[src/rtl/draw_text.sv]
// Scaled bitmap-font string renderer: one framebuffer write per cycle, glyph rows fetched from a font ROM.
// Optional macro DRAW_TEXT_CLIP_EN suppresses writes outside the visible screen area.
module draw_text #(
  parameter int PIXEL_X_WIDTH   = 10,
  parameter int PIXEL_Y_WIDTH   = 9,
  parameter int PIXEL_X_MAX     = 639,
  parameter int PIXEL_Y_MAX     = 479,
  parameter int H_RES           = 640,
  parameter int VGA_ADDR_WIDTH  = 19,
  parameter int COLOR_ID_WIDTH  = 8,
  parameter int CHAR_CODE_WIDTH = 8,
  parameter int GLYPH_W         = 5,
  parameter int GLYPH_H         = 9,
  parameter int MAX_LEN         = 16,
  parameter int LEN_WIDTH       = 5
) (
  input  logic                       clk,
  input  logic                       rst,
  input  logic                       istart,
  input  logic [PIXEL_X_WIDTH-1:0]   x,
  input  logic [PIXEL_Y_WIDTH-1:0]   y,
  input  logic [LEN_WIDTH-1:0]       len,
  input  logic [3:0]                 scale,
  input  logic [COLOR_ID_WIDTH-1:0]  idata_fg,
  input  logic [COLOR_ID_WIDTH-1:0]  idata_bg,
  input  logic                       itransparent,
  output logic [LEN_WIDTH-1:0]       ochar_idx,
  input  logic [CHAR_CODE_WIDTH-1:0] ichar_code,
  output logic [CHAR_CODE_WIDTH-1:0] ofont_code,
  output logic [3:0]                 ofont_row,
  input  logic [GLYPH_W-1:0]         ifont_bits,
  output logic                       obusy,
  output logic                       odone,
  output logic [VGA_ADDR_WIDTH-1:0]  oaddr,
  output logic [COLOR_ID_WIDTH-1:0]  odata,
  output logic                       owren
);

  localparam int XW  = PIXEL_X_WIDTH + 1;
  localparam int YW  = PIXEL_Y_WIDTH + 1;
  localparam int UCW = $clog2(GLYPH_W + 1);
  localparam int URW = $clog2(GLYPH_H + 1);

  typedef enum logic [2:0] {IDLE, FETCH, WAIT, DRAW, DONE} state_t;

  state_t                    state;
  logic [XW-1:0]             cell_x_r;
  logic [XW-1:0]             px_r;
  logic [YW-1:0]             y_r;
  logic [YW-1:0]             py_r;
  logic [LEN_WIDTH-1:0]      len_r;
  logic [3:0]                scale_r;
  logic [COLOR_ID_WIDTH-1:0] fg_r;
  logic [COLOR_ID_WIDTH-1:0] bg_r;
  logic                      transp_r;
  logic [GLYPH_W-1:0]        bits_r;
  logic [UCW-1:0]            ucol_r;
  logic [3:0]                usub_r;
  logic [3:0]                uline_r;
  logic [URW-1:0]            urow_r;

  logic                      unit_end_s;
  logic                      line_end_s;
  logic                      adv_s;
  logic [UCW-1:0]            ucol_n_s;
  logic [XW-1:0]             cell_step_s;
  logic [XW-1:0]             wr_px_s;
  logic [YW-1:0]             wr_py_s;
  logic                      wr_fg_s;
  logic                      wr_en_s;
  logic [VGA_ADDR_WIDTH-1:0] wr_addr_s;
  logic [COLOR_ID_WIDTH-1:0] wr_data_s;

  // Unit column c (1..GLYPH_W) maps to bitmap bit GLYPH_W-c; column 0 is spacing.
  function automatic logic fg_bit(input logic [GLYPH_W-1:0] bits, input logic [UCW-1:0] ucol);
    logic r;
    r = 1'b0;
    for (int c = 1; c <= GLYPH_W; c++) begin
      r = (ucol == UCW'(c)) ? bits[GLYPH_W-c] : r;
    end
    return r;
  endfunction

  // Describe the pixel about to be entered, so its write is visible during its own DRAW cycle.
  always_comb begin
    unit_end_s  = (usub_r == scale_r);
    line_end_s  = (ucol_r == UCW'(GLYPH_W)) && unit_end_s;
    adv_s       = (state == DRAW) && !line_end_s;
    ucol_n_s    = unit_end_s ? ucol_r + UCW'(1) : ucol_r;
    cell_step_s = XW'((GLYPH_W + 1) * (32'(scale_r) + 32'd1));
    if (adv_s) begin
      wr_px_s = px_r + XW'(1);
      wr_py_s = py_r;
      wr_fg_s = fg_bit(bits_r, ucol_n_s);
    end else begin
      wr_px_s = cell_x_r;
      wr_py_s = (state == DRAW) ? py_r + YW'(1) : py_r;
      wr_fg_s = 1'b0;
    end
    wr_en_s = wr_fg_s || !transp_r;
`ifdef DRAW_TEXT_CLIP_EN
    if ((wr_px_s > XW'(PIXEL_X_MAX)) || (wr_py_s > YW'(PIXEL_Y_MAX))) begin
      wr_en_s = 1'b0;
    end else begin
      wr_en_s = wr_en_s;
    end
`endif
    if (wr_en_s) begin
      wr_addr_s = VGA_ADDR_WIDTH'(wr_py_s) * VGA_ADDR_WIDTH'(H_RES) + VGA_ADDR_WIDTH'(wr_px_s);
      wr_data_s = wr_fg_s ? fg_r : bg_r;
    end else begin
      wr_addr_s = '0;
      wr_data_s = '0;
    end
  end

  // Control FSM, scan counters and registered outputs.
  always_ff @(posedge clk) begin
    if (rst) begin
      state      <= IDLE;
      cell_x_r   <= '0;
      px_r       <= '0;
      y_r        <= '0;
      py_r       <= '0;
      len_r      <= '0;
      scale_r    <= 4'd0;
      fg_r       <= '0;
      bg_r       <= '0;
      transp_r   <= 1'b0;
      bits_r     <= '0;
      ucol_r     <= '0;
      usub_r     <= 4'd0;
      uline_r    <= 4'd0;
      urow_r     <= '0;
      ochar_idx  <= '0;
      ofont_code <= '0;
      ofont_row  <= 4'd0;
      obusy      <= 1'b0;
      odone      <= 1'b0;
      oaddr      <= '0;
      odata      <= '0;
      owren      <= 1'b0;
    end else begin
      owren <= 1'b0;
      oaddr <= '0;
      odata <= '0;
      odone <= 1'b0;
      case (state)
        IDLE, DONE: begin
          state <= IDLE;
          if (istart) begin
            cell_x_r   <= XW'(x);
            y_r        <= YW'(y);
            py_r       <= YW'(y);
            len_r      <= len;
            scale_r    <= scale;
            fg_r       <= idata_fg;
            bg_r       <= idata_bg;
            transp_r   <= itransparent;
            urow_r     <= '0;
            ofont_code <= ichar_code;
            ofont_row  <= 4'd0;
            if (len == LEN_WIDTH'(0)) begin
              state <= DONE;
              odone <= 1'b1;
            end else begin
              state <= FETCH;
              obusy <= 1'b1;
            end
          end
        end
        FETCH: state <= WAIT;
        WAIT: begin
          // Unit row 0 is the spacing row: its fetched bits are discarded.
          bits_r  <= (urow_r == URW'(0)) ? '0 : ifont_bits;
          px_r    <= cell_x_r;
          ucol_r  <= '0;
          usub_r  <= 4'd0;
          uline_r <= 4'd0;
          // Step the string index early so the next code is ready when the last row ends.
          if (urow_r == URW'(GLYPH_H)) ochar_idx <= ochar_idx + LEN_WIDTH'(1);
          owren <= wr_en_s;
          oaddr <= wr_addr_s;
          odata <= wr_data_s;
          state <= DRAW;
        end
        DRAW: begin
          if (!line_end_s) begin
            px_r <= px_r + XW'(1);
            if (unit_end_s) begin
              usub_r <= 4'd0;
              ucol_r <= ucol_n_s;
            end else begin
              usub_r <= usub_r + 4'd1;
            end
            owren <= wr_en_s;
            oaddr <= wr_addr_s;
            odata <= wr_data_s;
          end else if (uline_r != scale_r) begin
            uline_r <= uline_r + 4'd1;
            px_r    <= cell_x_r;
            py_r    <= py_r + YW'(1);
            ucol_r  <= '0;
            usub_r  <= 4'd0;
            owren   <= wr_en_s;
            oaddr   <= wr_addr_s;
            odata   <= wr_data_s;
          end else if (urow_r != URW'(GLYPH_H)) begin
            urow_r    <= urow_r + URW'(1);
            py_r      <= py_r + YW'(1);
            ofont_row <= 4'(urow_r);
            state     <= FETCH;
          end else if (ochar_idx != len_r) begin
            urow_r     <= '0;
            py_r       <= y_r;
            cell_x_r   <= cell_x_r + cell_step_s;
            ofont_code <= ichar_code;
            ofont_row  <= 4'd0;
            state      <= FETCH;
          end else begin
            ochar_idx <= '0;
            obusy     <= 1'b0;
            odone     <= 1'b1;
            state     <= DONE;
          end
        end
        default: state <= IDLE;
      endcase
    end
  end

endmodule

[config.mk]
export PLATFORM = sky130hd
export DESIGN_NAME = draw_text
export DESIGN_NICKNAME = d
export VERILOG_FILES = /design/src/rtl/draw_text.sv
export SDC_FILE = /design/constraint.sdc
export NUM_CORES = 1
export LEC_CHECK = 0
export BUFFER_PORTS_ARGS = -buffer_cell sky130_fd_sc_hd__buf_2
export CAP_MARGIN = 10
export CORE_MARGIN = 3
export CORE_UTILIZATION = 59
export CTS_CLUSTER_DIAMETER = 80
export DETAILED_ROUTE_END_ITERATION = 12
export PLACE_DENSITY = 0.83
export SLEW_MARGIN = 10
export SYNTH_ARGS = -nofsm -noshare
export SYNTH_HDL_FRONTEND = slang
export SYNTH_SLANG_ARGS = --single-unit
[constraint.sdc]
create_clock -name clk -period 8.31 [get_ports clk]
set_input_delay 1.2465 -clock clk [delete_from_list [all_inputs] [get_ports clk]]
set_output_delay 1.2465 -clock clk [all_outputs]
set_load 0.05 [all_outputs]
==> summary.md <==
| Metric | Value |
|---|---|
| # port buffers | `107` |
| DR pass1 iterations | `5` |
| Met3 global-route usage | `6.65%` |
| Mapped Nets | `1024` |
| Antenna cell count | `0` |
| First-pass GRT wire length | `29400 um` |
| Worst-path clk slew | `60 ps` |
| Final WL | `17500 um` |
| Hold Slack | `443 ps` |
| Slew Viols, Final | `0` |
| Sw Share | `29.7%` |
| Slowest cell on the critical path | `or4_1` |
| Crit path buffers/inverters | `1` |
| NetSw | `554 uW` |
| Delay-heaviest family, CP | `simple AND/OR/NAND/NOR gates` |
| H-tree depth | `4` |
| Fmax | `209 MHz` |
| TritonCTS clock tree | `done` |
| Final ANT Viol Nets | `0` |
| Reg power frac | `39.3%` |
| Adder-cell share of the synthesized area | `7.61%` |
| Vias in the first global route | `6210` |
| Routed wire per std cell | `14.8 um` |
| M2 GR Usage | `40.6%` |
| Top-Level Pins | `108` |
| Synthesized-area fraction occupied by ao, oa, aoi and oai cells | `17.2%` |
| Synth top area cells | `dfxtp_1 37%, nand2_1 7.9%, ha_1 6.5%` |
| Most used flip-flop cell after synthesis | `dfxtp_1` |
| Final Hold Vio Count | `0` |
| Hpwl dp | `12200 um` |
| Slowest stage delay, CP | `720 ps` |
| RSZ-0062 raised after global routing | `false` |
| Gp weighted congestion | `0.891` |
| Initial DRC Count | `602` |
| Die ar. | `0.0140 mm^2` |
| Gr ovfl total | `0` |
| Combinational family with the most area after synthesis | `simple AND/OR/NAND/NOR gates` |
| Insertion delay to the later sink of the worst-skew pair | `430 ps` |
| FFs w/ async S/R, synth | `0%` |
| CTS Buf Count | `17` |
| Final setup viols | `0` |
| GR peak layer | `met2` |
| Multiplexer share of the synthesized area | `2.85%` |
| Pwr Density | `215 mW/mm^2` |
| Combinational share of power | `19.1%` |
| Post-CTS setup buffer count | `0` |
| Area Growth Syn to Fin | `16.2%` |
| TritonCTS Sinks | `137` |
| Actual slew at the worst max-slew pin | `1010 ps` |
| Yosys cell types | `64` |
| Antenna violations before repair | `0` |
| Synth Cell Area | `0.00746 mm^2` |
| Critical path arrival | `5060 ps` |
| Tot GR Track Use | `25.3%` |
| Startpoint type of the worst setup path | `flop` |
| Die H | `118 um` |
| Nets | `1112` |
| # hold bufs at CTS | `0` |
| Cells along the critical path | `xor2_1 -> or4_1 -> nor3_2 -> nand2_1 -> xor2_1 -> inv_1 -> ha_1 -> ha_1 -> a211oi_1 -> nor2_1 -> nor3b_1 -> nand3_1 -> nor4b_1 -> xor2_1 -> nor2_1` |
| Leakage power total | `0.00380 uW` |
| Grt met1 use | `32.8%` |
| Syn avg cell area | `8.11 um^2` |
| Worst Hold Class | `reg2reg` |
| DRC | `0` |
| CP required | `8580 ps` |
| Post-layout util | `71.0%` |
| Die Width | `118 um` |
| Crit-path max FO | `8` |
| Clock Tree Root | `clkbuf_16` |
| Synth Register Bits | `137` |
| Longest Clk Path Bufs | `2` |
| Sequential cell area fraction in the yosys report | `36.7%` |
| Synth top area share | `36.7%` |
| Clock power frac | `41.7%` |
| Avg Vias per Cell | `5.59` |
| Setup CP Type | `reg2reg` |
| Total negative slack | `0 ps` |
| Maxcap violations | `0` |
| Core box area | `0.0122 mm^2` |
| Worst VDD drop | `203 uV` |
| Tmin final | `4790 ps` |
| Num rows | `40` |
| Critical path capture point type | `flop` |
| Final Cycle Share | `57.6%` |
| EDFF count, synth | `0` |
| Simple-gate portion of the synthesized area | `22.2%` |
| Status | `finished, final reports clean` |
| Post-CTS resize count | `0` |
| Share of post-route cells with drive strength above 1 | `15.9%` |
| CP most frequent cell | `xor2_1` |
| Cells after synthesis | `920` |
| Worst Skew | `8.73 ps` |
| Pint | `1310 uW` |
| Yosys warns | `0` |
| Starting density of the core | `61.1%` |
| Slew Limit Headroom | `33.0%` |
| Area leader, netlist | `dfxtp_1` |
| XOR/XNOR share of the synthesized area | `9.51%` |
| Largest net degree at the start of global routing | `94` |
| Vias | `6646` |
==> cells in the final DEF, fill, tap and decap left out, types with 5 or more instances in the layout <==
| cell | instances |
|---|---|
| nor3_1 | 17 |
| a22o_1 | 6 |
| o211ai_1 | 6 |
| nand2_1 | 158 |
| nand3_1 | 14 |
| inv_1 | 22 |
| and3_1 | 8 |
| buf_4 | 8 |
| a31oi_1 | 6 |
| nor2_1 | 108 |
| a21oi_1 | 95 |
| xnor2_1 | 42 |
| nand4_1 | 11 |
| clkinv_4 | 5 |
| dfxtp_1 | 137 |
| mux2i_1 | 19 |
| ha_1 | 39 |
| and2_1 | 5 |
| a211oi_1 | 19 |
| o21ai_0 | 21 |
| xor2_1 | 39 |
| clkbuf_16 | 17 |
| a21o_1 | 10 |
| buf_2 | 107 |
| nor2b_1 | 15 |
| nand2b_1 | 10 |
==> flip-flops by register name, indices dropped and copies added (netlist names), 5 cells and up <==
register,cells
fg_r,8
y_r,9
py_r,10
len_r,5
bits_r,5
px_r,11
oaddr,19
bg_r,8
ochar_idx,5
odata,8
ofont_code,8
cell_x_r,11
==> per-stage QoR <==
step / area (um^2) / instances / setup slack [ps] / power [uW]
floorplan: 7460 / 920 / 4180 / 1010
global placement: 8060 / 1157 / 3790 / 1090
detailed placement: 8060 / 1157 / 3600 / 1090
CTS: 8670 / 1189 / 3540 / 1870
global route: 8670 / 1189 / 3130 / 1950
finish: 8670 / 1189 / 3520 / 1860
==> worst reg2reg max path, delay by kind of cell, from the launching register on <==
kind / cells / cell delay (ps)
flops: 1 / 430
xor+xnor: 3 / 620
compound gates: 1 / 330
buf+inv: 1 / 90
simple gates: 8 / 2490
fa+ha+maj: 2 / 670
==> power groups by stage <==
stage	clock network, uW	registers, uW	logic [uW]
CTS	785	730	354
floorplan	0	760	252
global placement	0	743	343
global route	815	737	396
finish	776	731	355
detailed placement	0	744	349
==> synth_stat cells, types with 8 or more instances <==
cell / instances
o21ai_0: 21
xor2_1: 39
a21oi_1: 95
dfxtp_1: 137
xnor2_1: 42
and3_1: 8
nand2b_1: 10
buf_2: 8
nand2_1: 158
nor2b_1: 15
nand4_1: 11
a211oi_1: 19
mux2i_1: 19
ha_1: 39
nor3_1: 17
clkbuf_1: 33
inv_1: 22
a21o_1: 10
nor2_1: 108
nand3_1: 14
==> cell type report <==
type                    instances  area (um^2)
multi-input cells             715         4430
fillers                       983         3540
flip-flops and latches        137         2740
repair buffers                115          596
clock buffers                  20          447
well taps                     168          210
clock inverters                12          166
inverters                      22         82.6
==> path summary, 6_finish.rpt <==
kind / startpoint / endpoint / slack (ps) / cells after the start
worst max-delay path: scale_r[3] / oaddr[18] / 3520 / 15
worst max register to register: scale_r[3] / oaddr[18] / 3520 / 15
worst min-delay path: state[2] / state[1] / 440 / 1
worst min register to register: state[2] / state[1] / 440 / 1
==> per-layer routing <==
layer | wire (um) | part of all wire, %
met5 | 0 | 0
met2 | 8210 | 47
met1 | 7940 | 45
met3 | 1010 | 5.7
met4 | 385 | 2.2
==> cells by family after synthesis <==
logic type / count (synthesis)
xor gates and xnor gates: 81
AOI/OAI and AO/OA: 200
buffers and inverters: 68
DFF: 137
muxes: 21
adders and majority gates: 43
and+or+nand+nor: 370
No activity file was read; power rests on OpenSTA's default activity.
